## src/rtl/speed_event_ctrl.sv

```systemverilog
// speed_event_ctrl: converts raw up/down/reset speed buttons into clean
// single-cycle speed_*_event pulses for clock_divider. Each button is
// synchronised, debounced and edge-detected, and the result is latched as a
// pending request. A small FSM issues one request at a time, in the priority
// order reset > up > down. After each issued event it waits out a hold-off
// window. It tracks speed_level and drops up/down requests beyond the limits.
//
// Optional feature: define SPEED_AUTO_REPEAT_EN to re-arm the up/down
// requests every REPEAT_CYCLES while the debounced button stays pressed.
module speed_event_ctrl #(
  parameter int DEBOUNCE_CYCLES = 270000,
  parameter int HOLDOFF_CYCLES  = 1000,
  parameter int LEVEL_W         = 4,
  parameter int LEVEL_MAX       = 15,
  parameter int LEVEL_MIN       = 0,
  parameter int LEVEL_DEFAULT   = 8
`ifdef SPEED_AUTO_REPEAT_EN
  ,
  parameter int REPEAT_CYCLES   = 13500000
`endif
) (
  input  logic               clk,
  input  logic               reset,
  input  logic               btn_up,
  input  logic               btn_down,
  input  logic               btn_reset,
  output logic               speed_up_event,
  output logic               speed_down_event,
  output logic               speed_reset_event,
  output logic [LEVEL_W-1:0] speed_level,
  output logic               busy
);

  // Button index order; it also drives the priority order in IDLE.
  localparam int B_RST = 0;
  localparam int B_UP  = 1;
  localparam int B_DN  = 2;

  localparam int DB_W = $clog2(DEBOUNCE_CYCLES + 1);
  localparam int HO_W = $clog2(HOLDOFF_CYCLES + 1);
  localparam logic [DB_W-1:0] DB_LAST = DB_W'(DEBOUNCE_CYCLES - 1);
  localparam logic [HO_W-1:0] HO_LAST = HO_W'(HOLDOFF_CYCLES - 1);

  typedef enum logic [1:0] {
    IDLE    = 2'd0,
    ISSUE   = 2'd1,
    HOLDOFF = 2'd2
  } state_t;

  logic [2:0]      btn_raw;
  logic [2:0]      sync1_q, sync2_q;
  logic [2:0]      smp_q;
  logic [DB_W-1:0] db_cnt_q [3];
  logic [2:0]      db_q, db_prev_q;
  logic [2:0]      rise;
  logic [2:0]      rpt_hit;
  logic [2:0]      req_set;

  state_t          state_q;
  logic [2:0]      sel_q;
  logic [2:0]      pend_q;
  logic [2:0]      pick;
  logic [2:0]      pend_clr;
  logic [HO_W-1:0] ho_cnt_q;
  logic [LEVEL_W-1:0] level_q;
  logic            up_evt_q, dn_evt_q, rst_evt_q, busy_q;
  logic            at_max, at_min;

  assign btn_raw = {btn_down, btn_up, btn_reset};

  // Two-flop synchroniser for the asynchronous button inputs.
  always_ff @(posedge clk or posedge reset) begin
    if (reset) begin
      sync1_q <= '0;
      sync2_q <= '0;
    end else begin
      sync1_q <= btn_raw;
      sync2_q <= sync1_q;
    end
  end

  // Debounce: accept a level only after it has stayed unchanged long enough.
  always_ff @(posedge clk or posedge reset) begin
    if (reset) begin
      for (int i = 0; i < 3; i++) db_cnt_q[i] <= '0;
      smp_q     <= '0;
      db_q      <= '0;
      db_prev_q <= '0;
    end else begin
      db_prev_q <= db_q;
      for (int i = 0; i < 3; i++) begin
        if (sync2_q[i] != smp_q[i]) begin
          smp_q[i]    <= sync2_q[i];
          db_cnt_q[i] <= '0;
        end else if (db_cnt_q[i] == DB_LAST) begin
          db_q[i] <= smp_q[i];
        end else begin
          db_cnt_q[i] <= db_cnt_q[i] + DB_W'(1);
        end
      end
    end
  end

  // Only press edges of the debounced level become requests.
  assign rise = db_q & ~db_prev_q;

`ifdef SPEED_AUTO_REPEAT_EN
  localparam int RP_W = $clog2(REPEAT_CYCLES + 1);
  localparam logic [RP_W-1:0] RP_LAST = RP_W'(REPEAT_CYCLES - 1);

  logic [RP_W-1:0] rpt_cnt_q [1:2];

  // Auto-repeat period timer per up/down button, restarted by each press edge.
  always_ff @(posedge clk or posedge reset) begin
    if (reset) begin
      for (int i = 1; i <= 2; i++) rpt_cnt_q[i] <= '0;
    end else begin
      for (int i = 1; i <= 2; i++) begin
        if (!db_q[i] || rise[i] || rpt_cnt_q[i] == RP_LAST) begin
          rpt_cnt_q[i] <= '0;
        end else begin
          rpt_cnt_q[i] <= rpt_cnt_q[i] + RP_W'(1);
        end
      end
    end
  end

  // A full period with the button still held re-arms its request.
  always_comb begin
    rpt_hit = '0;
    for (int i = 1; i <= 2; i++) begin
      rpt_hit[i] = db_q[i] && !rise[i] && (rpt_cnt_q[i] == RP_LAST);
    end
  end
`else
  assign rpt_hit = '0;
`endif

  assign req_set = rise | rpt_hit;
  assign at_max  = (level_q == LEVEL_W'(LEVEL_MAX));
  assign at_min  = (level_q == LEVEL_W'(LEVEL_MIN));

  // Request selection in IDLE (with saturation drops) and pending-bit clears.
  always_comb begin
    pick     = '0;
    pend_clr = '0;
    case (state_q)
      IDLE: begin
        if (pend_q[B_RST]) begin
          pick[B_RST] = 1'b1;
        end else if (pend_q[B_UP]) begin
          if (at_max) pend_clr[B_UP] = 1'b1;
          else        pick[B_UP]     = 1'b1;
        end else if (pend_q[B_DN]) begin
          if (at_min) pend_clr[B_DN] = 1'b1;
          else        pick[B_DN]     = 1'b1;
        end
      end
      ISSUE:   pend_clr = sel_q;
      default: ;
    endcase
  end

  // Issue FSM with registered event pulses, busy flag and speed level.
  always_ff @(posedge clk or posedge reset) begin
    if (reset) begin
      state_q   <= IDLE;
      sel_q     <= '0;
      pend_q    <= '0;
      ho_cnt_q  <= '0;
      level_q   <= LEVEL_W'(LEVEL_DEFAULT);
      up_evt_q  <= 1'b0;
      dn_evt_q  <= 1'b0;
      rst_evt_q <= 1'b0;
      busy_q    <= 1'b0;
    end else begin
      // A fresh press landing in the clearing cycle is kept, not lost.
      pend_q <= (pend_q & ~pend_clr) | req_set;
      case (state_q)
        IDLE: begin
          if (pick != '0) begin
            state_q   <= ISSUE;
            sel_q     <= pick;
            busy_q    <= 1'b1;
            rst_evt_q <= pick[B_RST];
            up_evt_q  <= pick[B_UP];
            dn_evt_q  <= pick[B_DN];
          end
        end
        ISSUE: begin
          rst_evt_q <= 1'b0;
          up_evt_q  <= 1'b0;
          dn_evt_q  <= 1'b0;
          ho_cnt_q  <= '0;
          state_q   <= HOLDOFF;
          if (sel_q[B_RST])     level_q <= LEVEL_W'(LEVEL_DEFAULT);
          else if (sel_q[B_UP]) level_q <= level_q + LEVEL_W'(1);
          else                  level_q <= level_q - LEVEL_W'(1);
        end
        HOLDOFF: begin
          if (ho_cnt_q == HO_LAST) begin
            state_q <= IDLE;
            busy_q  <= 1'b0;
          end else begin
            ho_cnt_q <= ho_cnt_q + HO_W'(1);
          end
        end
        default: begin
          state_q   <= IDLE;
          busy_q    <= 1'b0;
          rst_evt_q <= 1'b0;
          up_evt_q  <= 1'b0;
          dn_evt_q  <= 1'b0;
        end
      endcase
    end
  end

  assign speed_up_event    = up_evt_q;
  assign speed_down_event  = dn_evt_q;
  assign speed_reset_event = rst_evt_q;
  assign speed_level       = level_q;
  assign busy              = busy_q;

endmodule
```

## config.mk

```make
export PLATFORM = sky130hd
export DESIGN_NAME = speed_event_ctrl
export DESIGN_NICKNAME = d
export VERILOG_FILES = /design/src/rtl/speed_event_ctrl.sv
export SDC_FILE = /design/constraint.sdc
export NUM_CORES = 1
export LEC_CHECK = 0
export ABC_CLOCK_PERIOD_IN_PS = 3000
export BUFFER_PORTS_ARGS = -buffer_cell sky130_fd_sc_hd__buf_4
export CORE_MARGIN = 1.5
export CORE_UTILIZATION = 61
export DETAILED_ROUTE_END_ITERATION = 8
export PLACE_DENSITY = 0.77
export SLEW_MARGIN = 20
export SYNTH_ARGS = -nofsm -noshare
export SYNTH_HDL_FRONTEND = slang
export SYNTH_SLANG_ARGS = --single-unit
```

## constraint.sdc

```tcl
create_clock -name clk -period 3 [get_ports clk]
set_input_delay 0.15 -clock clk [delete_from_list [all_inputs] [get_ports clk]]
set_output_delay 0.15 -clock clk [all_outputs]
set_load 0.05 [all_outputs]
```

-- Yosys cells after proc, flatten, opt, wreduce, memory -nomap -nowiden
Cells that the tools add are included.
- equality and inequality tests: 16
- reduce and logical (&&, ||, !) cells: 12
- multiplexer cells: 38
- $add $sub $neg: 6
- bitwise gates (word level): 10
- operator list (kind ; count):
    $mux W19 ; 6
    $add A19 B1 Y19 const B ; 3
    $eq A19 B19 Y1 const B ; 3
    $pmux W10 S2 ; 1
    $mux W1 ; 17
    $reduce_and A2 Y1 ; 7
    $ne A2 B2 Y1 const B ; 6
    $add A10 B1 Y10 const B ; 1
    $eq A10 B10 Y1 const B ; 1
    $mux W10 ; 1
    $mux W2 ; 4
    $mux W4 ; 2
    $and A3 B3 Y3 ; 2
    $not A3 Y3 ; 2
    $pmux W1 S2 ; 3
    $pmux W2 S3 ; 1
    $not A1 Y1 ; 5
    $add A4 B1 Y4 const B ; 1
    $eq A4 B4 Y1 const B ; 1
    $logic_not A4 Y1 ; 1
    $pmux W2 S2 ; 1
    $sub A4 B1 Y4 const B ; 1
    $mux W3 ; 1
    $ne A1 B1 Y1 ; 3
    8 further kinds ; 8
- bits of input ports: 5
- output and inout bits: 8
- word-level logic and storage cells: 103
- flip-flop bits (word level): 98

-- Depth between registers and ports, before layout
- depth after elaboration: 9
- gate-level depth with buffers: 6
- depth with buffers taken out: 6

-- Worst setup path after synthesis
OpenSTA, ideal clock, no wires.
- kind: register -> register
- from: register level_q[0], in the netlist speed_level[0]
- to: register up_evt_q, in the netlist speed_up_event
- library setup time: 0.078 ns
- arrival time: 1.789 ns
- setup slack: 1.134 ns
- period minus slack after synthesis: 1.866 ns
- data required time: 2.922 ns
- stages on the path, launching flop included: 5
- path buffers: 0
- path through: dfrtp_1 o41ai_1 nor2_1 or3b_2 a21oi_1
- longest elaborated chain between the ends: 9
- elaborated cells on any way between the ends: 14
- classes of those cells: eq/ne (2); mux (9); reduce/logical (3)
- RTL lines (what ; line ; source):
    start: declaration ; 65 ; logic [LEVEL_W-1:0] level_q;
    start signal: assignment ; 171 ; level_q <= LEVEL_W'(LEVEL_DEFAULT);
    start signal: assignment ; 196 ; if (sel_q[B_RST]) level_q <= LEVEL_W'(LEVEL_DEFAULT);
    start signal: assignment ; 197 ; else if (sel_q[B_UP]) level_q <= level_q + LEVEL_W'(1);
    $logic_not A4 Y1 ; 141 ; assign at_min = (level_q == LEVEL_W'(LEVEL_MIN));
    $mux W1 ; 155 ; if (at_min) pend_clr[B_DN] = 1'b1;
    $mux W1 ; 154 ; end else if (pend_q[B_DN]) begin
    $mux W1 ; 151 ; end else if (pend_q[B_UP]) begin
    $mux W2 (*) ; 149 ; if (pend_q[B_RST]) begin
    $mux W3 (*) ; 147 ; case (state_q)
    $reduce_bool A3 Y1 ; 181 ; if (pick != '0) begin
    $ne A2 B2 Y1 (no line) ; - ;
    $reduce_and A2 Y1 (no line) ; - ;
    end signal: assignment ; 186 ; up_evt_q <= pick[B_UP];
    end: declaration ; 66 ; logic up_evt_q, dn_evt_q, rst_evt_q, busy_q;
Every way passes the cells marked *; elsewhere a longest branch is shown, timed or not. The select of a mux whose other input is x is not followed.
A chain may end at the register's enable or synchronous reset.

-- Worst setup path in the final report
- from: register db_cnt_q[0] (netlist name)
- to: register db_cnt_q[18] (netlist name)
- longest elaborated chain between the ends: 3
- elaborated cells on any way between the ends: 5
- classes of those cells: add/sub (1); eq/ne (2); mux (2)
- RTL lines (what ; line ; source):
    start: declaration ; 53 ; logic [DB_W-1:0] db_cnt_q [3];
    start signal: indexed assignment ; 98 ; db_cnt_q[i] <= db_cnt_q[i] + DB_W'(1);
    $add A19 B1 Y19 ; 98 ;
    $mux W19 ; 95 ; end else if (db_cnt_q[i] == DB_LAST) begin
    $mux W19 ; 92 ; if (sync2_q[i] != smp_q[i]) begin
Several ways; a longest one is shown, not always the timed one. The select of a mux whose other input is x is not followed.

==> metrics.cfg <==
[outcome]
status=completed

[synthesis]
syn_nets=522
syn_area_mm2=0.00492
async_flop_share_pct=100
ys_seq_area_share_pct=49.9
yosys_warnings=0
synth_flop_cell=dfrtp_1
ys_ff_latch=98
ys_types=54
syn_inst=510
synth-edff-count=0
syn_avg_cell_area_um2=9.65

[grt]
grt_max_degree=86
grt_pass1_wl_mm=16.8
grtUsageTotal_pct=24.1
grt_pass1_vias=3700
grt_overflow=0
antenna_found_initial=0

[floorplan]
die_h_um=92.8
start_util_pct=63.3
rows=32
core_mm2=0.00777
dieArea_mm2=0.00861
io_pins=13
die_w_um=92.8

[layout]
final_net_count=535
multiInputGateArea_mm2=0.00233
n_fill_cell=611
drive_above_1_share_pct=7.59
utilization_pct=68.5
final_cells=629
n_antenna_cell=0
final-seq-area_mm2=0.00245
syn_to_final_growth_pct=8.09

[timing]
fin_skew_ps=9.95
fin_tns_setup_ps=0
final-max-slew-violation-count=0
fin_crit_sh_pct=68.6
setup_viol=0
period_minus_slack_ps=2060
hold_viol_final=0
tightest_slew_ps=860
max_slew_margin_pct=42.3
rsz0062_at_grt=false
fmax_ghz=0.486

[clock_network]
ctsResizeCount=0
cts_tree=yes
cts-root-buf=clkbuf_8
cts_max_level=3
cts_sinks=98
clkSlewWorstSetupHoldPaths_ps=90
numCtsBuffers=9
clock_latency_ps=360
clk_path_buf_depth=2
cts_setup_buffers=0

[power_and_ir_drop]
pwr-share-seq_pct=60.3
p_per_area_mw_per_mm2=430
power_frac_clock_pct=34.3
swShare_pct=24.5
leakage_nw=2.23
p_int_mw=1.73
ir_worst_vdd_uv=289
power_frac_comb_pct=5.3
p_switching_mw=0.560

[setup_path]
cp_max_fo=7
path_cells=ha_1 > nand4_1 > nor4_1 > a31oi_1 > a41o_1
cp-end-kind=flop
cpMaxStageDelayCell=nor4_1
cp.arrival_ps=2310
required_ps=3250
cp_slowest_stage_delay_ps=680
cp-start-kind=flop
critPathKind=reg -> reg

[place]
portBuffers=12
gp_congestion=0.864
dp_hpwl_mm=6.44
placed_cells=610

[hold_path]
hp-class=reg -> reg

[drt]
firstDrtPassIters=4
routedWlPerCell_um=15.1
drtIter0Drc=182
vias=3924
antenna_left=0
via_per_inst=6.24
drc=0
routed_wl_mm=9.52

[flow_run]
cap_viol_max_count=0

-- final timing paths --
kind	from	to	slack, ps	cells after the start
max	db_cnt_q[0]	db_cnt_q[18]	940	5
min	sync1_q[1]	sync2_q[1]	360	0
max reg2reg	db_cnt_q[0]	db_cnt_q[18]	940	5
min reg2reg	sync1_q[1]	sync2_q[1]	360	0
max in group asynchronous	reset	db_cnt_q[8]	1820	4
min in group asynchronous	reset	db_cnt_q[49]	460	3
-- power by group through the flow --
stage / registers [mW] / clock network, mW / logic (mW)
floorplan: 1.40 / 0 / 0.0905
global placement: 1.40 / 0 / 0.116
detailed placement: 1.41 / 0 / 0.120
CTS: 1.38 / 0.803 / 0.123
global route: 1.39 / 0.850 / 0.140
finish: 1.38 / 0.786 / 0.122
-- cell type report --
cell class	count	share of cell area, %
Timing Repair Buffer	20	3.01
Tap cell	102	2.40
Multi-Input combinational cell	377	43.8
Clock buffer	11	2.85
Inverter	17	1.29
Sequential cell	98	46.1
Clock inverter	4	0.518
-- cells in the final DEF (no fill, tap or decap), types with 2 or more instances in the layout --
cell type / netlist / final
nor4_1: 11 / 11
inv_1: 16 / 15
and2_1: 2 / 2
nor2_1: 44 / 44
o21ai_0: 31 / 31
a22o_1: 2 / 2
a41o_1: 3 / 3
o311ai_0: 5 / 5
nor4b_1: 3 / 3
o211ai_1: 5 / 5
xnor2_1: 16 / 16
nor4bb_1: 2 / 2
clkinv_2: 0 / 2
ha_1: 6 / 6
a211o_1: 2 / 2
dfrtp_1: 97 / 97
a21boi_0: 2 / 2
or3_1: 12 / 12
nand2_1: 43 / 43
o31ai_1: 9 / 9
a21o_1: 2 / 2
and4_1: 9 / 9
nand2b_1: 5 / 5
or4_1: 6 / 6
mux2i_1: 5 / 5
buf_4: 0 / 16
a211oi_1: 2 / 2
nor3_1: 14 / 14
nand3_1: 30 / 30
a31oi_1: 10 / 10
mux2_2: 2 / 2
xor2_1: 18 / 18
dlygate4sd3_1: 0 / 4
clkinv_4: 0 / 2
clkbuf_8: 0 / 11
nand4_1: 25 / 25
and3_1: 10 / 10
a21oi_1: 25 / 25
-- per-layer routing --
layer | part of all wire (%) | global-route usage, %
met4 | 1.2 | 7.95
met3 | 3.2 | 3.12
met2 | 49 | 40.4
met5 | 0 | 0
met1 | 47 | 32.3
-- state kept, by name, indices dropped and copies added, names as in the netlist --
name / cells
db_cnt_q: 57
ho_cnt_q: 10
speed_level: 4
db_prev_q: 3
db_q: 3
pend_q: 3
sel_q: 3
smp_q: 3
sync1_q: 3
sync2_q: 3
state_q: 2
busy: 1
speed_down_event: 1
speed_reset_event: 1
speed_up_event: 1
-- critical path, delay by kind of cell, from the launching register on --
kind                     cells  cell delay, ps
adder cells (fa/ha/maj)      1             300
AO/OA/AOI/OAI                2             400
AND/OR/NAND/NOR              2             830
flip-flops                   1             420
-- per-stage QoR --
stage	setup WS, ps	hold slack (ps)	instance area [um2]	total power, mW
global route	741	366	5320	2.38
CTS	937	70.0	5310	2.31
detailed placement	946	261	5100	1.53
finish	943	355	5320	2.29
floorplan	290	181	4920	1.49
global placement	1100	260	5100	1.52
-- Yosys cell counts, drive strengths merged (3+ instances only) --
master  instances  area, um2
nand3          31        160
xnor2          16        140
nor2           44        165
xor2           18        158
o311ai          5       43.8
nand4          26        169
or3            12       75.1
o211ai          5       37.5
dfrtp          97       2430
mux2i           5       50.1
nand2b          5       31.3
ha              6       75.1
and4            9       78.8
a31oi          10       62.6
o31ai           9       67.6
nor4b           4       41.3
clkbuf         15       58.8
or4             6       45.0
buf             3       15.0
a21oi          25        125
o21ai          31        155
inv            16       60.1
nand2          43        161
nor4           11       68.8
a41o            3       30.0
nor3           14       70.1
and3           10       62.6
-- kinds of logic (layout without fill, tap and decap cells) --
family | Yosys count | after routing | synth area share (%)
and+or+nand+nor | 224 | 224 | 24.4
AOI/OAI and AO/OA | 105 | 105 | 13.5
DFF | 98 | 98 | 49.9
buffers and inverters | 35 | 52 | 2.80
xor gates and xnor gates | 34 | 34 | 6.05
adders and majority gates | 7 | 7 | 1.93
muxes | 7 | 7 | 1.48
-- timing repair --
action                     in CTS  in global routing
hold buffers                    3                  1
hold endpoints to repair        3                 14
setup endpoints to repair       0                  0
Power figures use the tool's default switching activity.
